--- src/rtl/mips16_trace_tx.sv ---
// Debug trace transmitter: snapshots PC/instruction/ALU on each PC change and
// sends them as a checksummed 8-byte UART 8N1 frame (A5, PC, INSTR, ALU, CHK).
module mips16_trace_tx #(
  parameter int CLKS_PER_BIT = 16
) (
  input  logic        clk,
  input  logic        reset,
  input  logic [15:0] pc_in,
  input  logic [15:0] instr_in,
  input  logic [15:0] alu_in,
  input  logic        capture_en,
  output logic        tx,
  output logic        busy,
  output logic        frame_done,
  output logic [7:0]  dropped_cnt
);

  localparam int CW = (CLKS_PER_BIT > 1) ? $clog2(CLKS_PER_BIT) : 1;
  localparam logic [CW-1:0] LAST_CNT = CW'(CLKS_PER_BIT - 1);

  typedef enum logic [1:0] {
    IDLE  = 2'd0,
    START = 2'd1,
    DATA  = 2'd2,
    STOP  = 2'd3
  } state_t;

  state_t        state_r, state_nxt_s;
  logic [15:0]   pc_last_r, pc_buf_r, instr_buf_r, alu_buf_r;
  logic [CW-1:0] clk_cnt_r, clk_cnt_nxt_s;
  logic [2:0]    bit_idx_r, bit_idx_nxt_s, byte_idx_r, byte_idx_nxt_s;
  logic          tx_r, tx_nxt_s, busy_r, busy_nxt_s, done_r, done_nxt_s;
  logic [7:0]    drop_r;
  logic          event_s, load_s, last_clk_s;
  logic [2:0]    bit_plus_s;
  logic [7:0]    cur_byte_s, chk_s;

  // XOR of the six payload bytes; the header is not covered
  function automatic logic [7:0] frame_chk(input logic [15:0] pc,
                                           input logic [15:0] instr,
                                           input logic [15:0] alu);
    return pc[15:8] ^ pc[7:0] ^ instr[15:8] ^ instr[7:0] ^ alu[15:8] ^ alu[7:0];
  endfunction

  assign event_s    = capture_en & (pc_in != pc_last_r);
  assign last_clk_s = (clk_cnt_r == LAST_CNT);
  assign bit_plus_s = bit_idx_r + 3'd1;
  assign chk_s      = frame_chk(pc_buf_r, instr_buf_r, alu_buf_r);

  // Select the frame byte currently on the wire
  always_comb begin
    cur_byte_s = chk_s;
    case (byte_idx_r)
      3'd0:    cur_byte_s = 8'hA5;
      3'd1:    cur_byte_s = pc_buf_r[15:8];
      3'd2:    cur_byte_s = pc_buf_r[7:0];
      3'd3:    cur_byte_s = instr_buf_r[15:8];
      3'd4:    cur_byte_s = instr_buf_r[7:0];
      3'd5:    cur_byte_s = alu_buf_r[15:8];
      3'd6:    cur_byte_s = alu_buf_r[7:0];
      default: cur_byte_s = chk_s;
    endcase
  end

  // Next-state and next-output logic; tx is computed one edge ahead so it is registered
  always_comb begin
    state_nxt_s    = state_r;
    clk_cnt_nxt_s  = clk_cnt_r;
    bit_idx_nxt_s  = bit_idx_r;
    byte_idx_nxt_s = byte_idx_r;
    tx_nxt_s       = tx_r;
    busy_nxt_s     = busy_r;
    done_nxt_s     = 1'b0;
    load_s         = 1'b0;
    case (state_r)
      IDLE: begin
        tx_nxt_s   = 1'b1;
        busy_nxt_s = 1'b0;
        if (event_s) begin
          load_s         = 1'b1;
          state_nxt_s    = START;
          clk_cnt_nxt_s  = '0;
          bit_idx_nxt_s  = 3'd0;
          byte_idx_nxt_s = 3'd0;
          tx_nxt_s       = 1'b0;
          busy_nxt_s     = 1'b1;
        end else begin
          state_nxt_s = IDLE;
        end
      end
      START: begin
        if (last_clk_s) begin
          clk_cnt_nxt_s = '0;
          state_nxt_s   = DATA;
          bit_idx_nxt_s = 3'd0;
          tx_nxt_s      = cur_byte_s[0];
        end else begin
          clk_cnt_nxt_s = clk_cnt_r + CW'(1);
        end
      end
      DATA: begin
        if (last_clk_s) begin
          clk_cnt_nxt_s = '0;
          if (bit_idx_r == 3'd7) begin
            state_nxt_s = STOP;
            tx_nxt_s    = 1'b1;
          end else begin
            bit_idx_nxt_s = bit_plus_s;
            tx_nxt_s      = cur_byte_s[bit_plus_s];
          end
        end else begin
          clk_cnt_nxt_s = clk_cnt_r + CW'(1);
        end
      end
      STOP: begin
        if (last_clk_s) begin
          clk_cnt_nxt_s = '0;
          if (byte_idx_r == 3'd7) begin
            state_nxt_s = IDLE;
            busy_nxt_s  = 1'b0;
            done_nxt_s  = 1'b1;
            tx_nxt_s    = 1'b1;
          end else begin
            byte_idx_nxt_s = byte_idx_r + 3'd1;
            state_nxt_s    = START;
            tx_nxt_s       = 1'b0;
          end
        end else begin
          clk_cnt_nxt_s = clk_cnt_r + CW'(1);
        end
      end
      default: begin
        state_nxt_s = IDLE;
        tx_nxt_s    = 1'b1;
        busy_nxt_s  = 1'b0;
      end
    endcase
  end

  // State, counters, snapshot buffer and registered outputs
  always_ff @(posedge clk or negedge reset) begin
    if (!reset) begin
      state_r     <= IDLE;
      pc_last_r   <= 16'h0000;
      pc_buf_r    <= 16'h0000;
      instr_buf_r <= 16'h0000;
      alu_buf_r   <= 16'h0000;
      clk_cnt_r   <= '0;
      bit_idx_r   <= 3'd0;
      byte_idx_r  <= 3'd0;
      tx_r        <= 1'b1;
      busy_r      <= 1'b0;
      done_r      <= 1'b0;
      drop_r      <= 8'd0;
    end else begin
      state_r    <= state_nxt_s;
      pc_last_r  <= pc_in;
      clk_cnt_r  <= clk_cnt_nxt_s;
      bit_idx_r  <= bit_idx_nxt_s;
      byte_idx_r <= byte_idx_nxt_s;
      tx_r       <= tx_nxt_s;
      busy_r     <= busy_nxt_s;
      done_r     <= done_nxt_s;
      if (load_s) begin
        pc_buf_r    <= pc_in;
        instr_buf_r <= instr_in;
        alu_buf_r   <= alu_in;
      end else begin
        pc_buf_r    <= pc_buf_r;
        instr_buf_r <= instr_buf_r;
        alu_buf_r   <= alu_buf_r;
      end
      // Completion edge is still STOP, so events there count as dropped
      if (event_s && (state_r != IDLE) && (drop_r != 8'hFF)) begin
        drop_r <= drop_r + 8'd1;
      end else begin
        drop_r <= drop_r;
      end
    end
  end

  assign tx          = tx_r;
  assign busy        = busy_r;
  assign frame_done  = done_r;
  assign dropped_cnt = drop_r;

endmodule

--- config.mk ---
export PLATFORM = sky130hd
export DESIGN_NAME = mips16_trace_tx
export DESIGN_NICKNAME = d
export VERILOG_FILES = /design/src/rtl/mips16_trace_tx.sv
export SDC_FILE = /design/constraint.sdc
export NUM_CORES = 1
export LEC_CHECK = 0
export CORE_ASPECT_RATIO = 1.4
export CORE_MARGIN = 10
export CORE_UTILIZATION = 60
export CTS_BUF_LIST = sky130_fd_sc_hd__clkbuf_4 sky130_fd_sc_hd__clkbuf_8
export DETAILED_ROUTE_END_ITERATION = 10
export GPL_TIMING_DRIVEN = 1
export HOLD_SLACK_MARGIN = 0.08
export PLACE_DENSITY = 0.86
export SETUP_SLACK_MARGIN = 0.4
export SYNTH_ARGS = -nofsm -noshare
export SYNTH_HDL_FRONTEND = slang
export SYNTH_SLANG_ARGS = --single-unit
--- constraint.sdc ---
create_clock -name clk -period 5 [get_ports clk]
set_input_delay 1 -clock clk [delete_from_list [all_inputs] [get_ports clk]]
set_output_delay 1 -clock clk [all_outputs]
set_load 0.1 [all_outputs]
==> flow_summary.json <==
{
  "status": "completed",
  "core_mm2": 0.00741,
  "nNetsFinal": 502,
  "hold_slack_ns": 0.505,
  "grt_first_pass_wirelength_mm": 16.3,
  "area_delta_synth_final_pct": 18.9,
  "gr-usage-met2_pct": 29.6,
  "dr.pass1.iters": 5,
  "final-setup-viol-count": 0,
  "rsz0062_at_grt": "no",
  "htreeDepth": 3,
  "fin_crit_ns": 3.58,
  "syn_avg_cell_area_um2": 12.1,
  "tightest_slew_ns": 1.07,
  "cts_made_buffers": 9,
  "use_met1_pct": 20.7,
  "dieWidth_um": 93.9,
  "grt_max_degree": 88,
  "final_area_mm2": 0.00545,
  "die_y_um": 123,
  "clockBufferDepth": 2,
  "end_kind": "register",
  "peakVddDrop_uv": 479,
  "ys.flop_type": "dfrtp_1",
  "rrSetupSlack_ns": 2.01,
  "cts_setup_buffers": 0,
  "cts_tree": "done",
  "fmax_mhz": 279,
  "grt_overflow": 0,
  "worstSetupPathType": "input port to register",
  "post_drt_wl_per_cell_um": 18.2,
  "worst_skew_pair.late_latency_ns": 0.35,
  "post_cts_resized": 0,
  "gp_congestion": 0.811,
  "ant_nets": 0,
  "drive_gt1_share_pct": 9.07,
  "n_antenna_cell": 0,
  "grt.met3_usage_pct": 3.88,
  "worst_ep_required_time_ns": 5.23,
  "p_total_mw": 1.81,
  "syn_inst": 378,
  "die_area_mm2": 0.0116,
  "path_clk_slew_ns": 0.08,
  "hold_violations": 0,
  "num_vias": 3170,
  "cp.arrival_ns": 3.81,
  "wirelength_mm": 9.82,
  "fin_tns_setup_ns": 0,
  "yosysUniqueCellTypes": 50,
  "yosys_warnings": 0,
  "place_hpwl_mm": 7.09,
  "placed_area_mm2": 0.00522,
  "cts.sinks": 87,
  "finalClockSkew_ns": 0.0130,
  "antenna_found_initial": 0,
  "final_cell_mix": "86 x dfrtp_1, 60 x clkdlybuf4s50_1, 43 x xnor2_1",
  "layout_commonest_cell": "dfrtp_1",
  "synth_top_area_cell": "dfrtp_1",
  "avgViaCountPerCell": 5.89,
  "initial_core_util_pct": 61.9,
  "grt_pass1_vias": 3337,
  "final_util_pct": 73.5,
  "slew_viol_final": 0,
  "synth-edff-count": 0,
  "synth_area_mm2": 0.00458,
  "hold_class": "register to register",
  "portBuffers": 61,
  "period_share_pct": 71.7,
  "drc": 0,
  "slew_headroom_pct": 28.3,
  "cts_root_buffer": "clkbuf_8",
  "holdBufCountCts": 0,
  "synth-seq-cells": 87,
  "p_per_area_mw_per_mm2": 333,
  "cellLeakagePower_nw": 2.39,
  "drt_iter0_drc": 317,
  "async_flop_share_pct": 100,
  "syn_nets": 444,
  "crit_path_max_fanout": 40,
  "grt_usage_pct": 17.5,
  "drv_cap": 0,
  "grt-busiest-layer": "met2",
  "ys_top_cells_by_area": "dfrtp_1 47%, mux2_1 9.8%, xnor2_1 8.2%",
  "top_level_ports": 62,
  "row_count": 37,
  "synth_top_area_share_pct": 47.0,
  "seq_area_frac_synth_pct": 47.5,
  "cp-start-kind": "input port"
}
==> layer usage <==
layer  share of wire [%]  up-vias
li1                    -     1470
met1                  41     1570
met2                  51       99
met3                 5.0       31
met4                 3.1        0
met5                   0        -
==> synth_stat cells (2+ instances only) <==
cell type / instances
ha_1: 15
nand2b_1: 5
mux2_2: 16
and2_1: 4
a22o_1: 3
buf_2: 4
mux2_1: 40
o211ai_1: 2
nor3_1: 2
nand3_1: 10
a221oi_1: 5
nand2_1: 20
mux2i_1: 4
xnor3_1: 7
xnor2_1: 43
nor2_1: 11
xor2_1: 6
nand4_1: 8
and3_1: 3
a21boi_1: 2
o22ai_1: 2
inv_1: 13
buf_6: 5
dfrtp_1: 86
a211oi_1: 4
a22oi_1: 8
o21ai_1: 3
a21oi_1: 8
clkbuf_1: 5
nor2b_1: 2
a31oi_1: 4
o21ai_0: 10
==> worst paths after layout <==
path	end	cells after the start	from
worst max-delay path	instr_buf_r[6]	7	pc_in[1]
worst min-delay path	clk_cnt_r[3]	1	clk_cnt_r[3]
min in group asynchronous	dropped_cnt[3]	1	reset
max in group asynchronous	dropped_cnt[7]	1	reset
worst min register to register	clk_cnt_r[3]	1	clk_cnt_r[3]
worst max register to register	tx	8	byte_idx_r[2]
==> sequential cells by signal, indices dropped and copies added (netlist names) <==
name and cells:
pc_last_r 16, busy 1, instr_buf_r 16, dropped_cnt 8, clk_cnt_r 4, frame_done 1
alu_buf_r 16, bit_idx_r 3, pc_buf_r 16, byte_idx_r 3, tx 1, state_r 2
==> power breakdown <==
| part | switching [mW] | leakage, nW | internal [mW] | total [mW] |
|---|---|---|---|---|
| combinational | 0.279 | 1.18 | 0.166 | 0.445 |
| sequential | 0.0569 | 1.08 | 0.756 | 0.813 |
| clock | 0.235 | 0.120 | 0.320 | 0.554 |
| total | 0.571 | 2.39 | 1.24 | 1.81 |
==> final cells by class <==
class	instances	area (um2)
inverter	13	48.8
clock buffer	13	166
sequential	87	2180
fill	510	1960
timing repair buffer	62	616
clock inverter	3	65.1
multi-input combinational	263	2250
tap	97	121
==> worst max-delay path, stage by stage <==
cell             delay, ns
clkdlybuf4s50_1       0.55
xnor2_1               0.16
nand4_1               0.13
o41ai_2               0.65
or2_2                 0.41
buf_4                 0.50
mux2_1                0.39
==> kinds of logic after synthesis <==
family | share of synthesized area [%]
AO/OA/AOI/OAI | 9.99
AND/OR/NAND/NOR | 7.62
flip-flops | 47.5
multiplexers | 14.6
XOR/XNOR | 12.8
adder cells (fa/ha/maj) | 4.10
buffers and inverters | 3.30
==> metrics by stage <==
step,std cells,worst slack (ns)
after floorplan,378,2.47
after global placement,522,1.16
after detailed placement,522,1.07
after CTS,538,1.43
after global routing,538,1.29
final,538,1.42
Power figures use the tool's default switching activity.
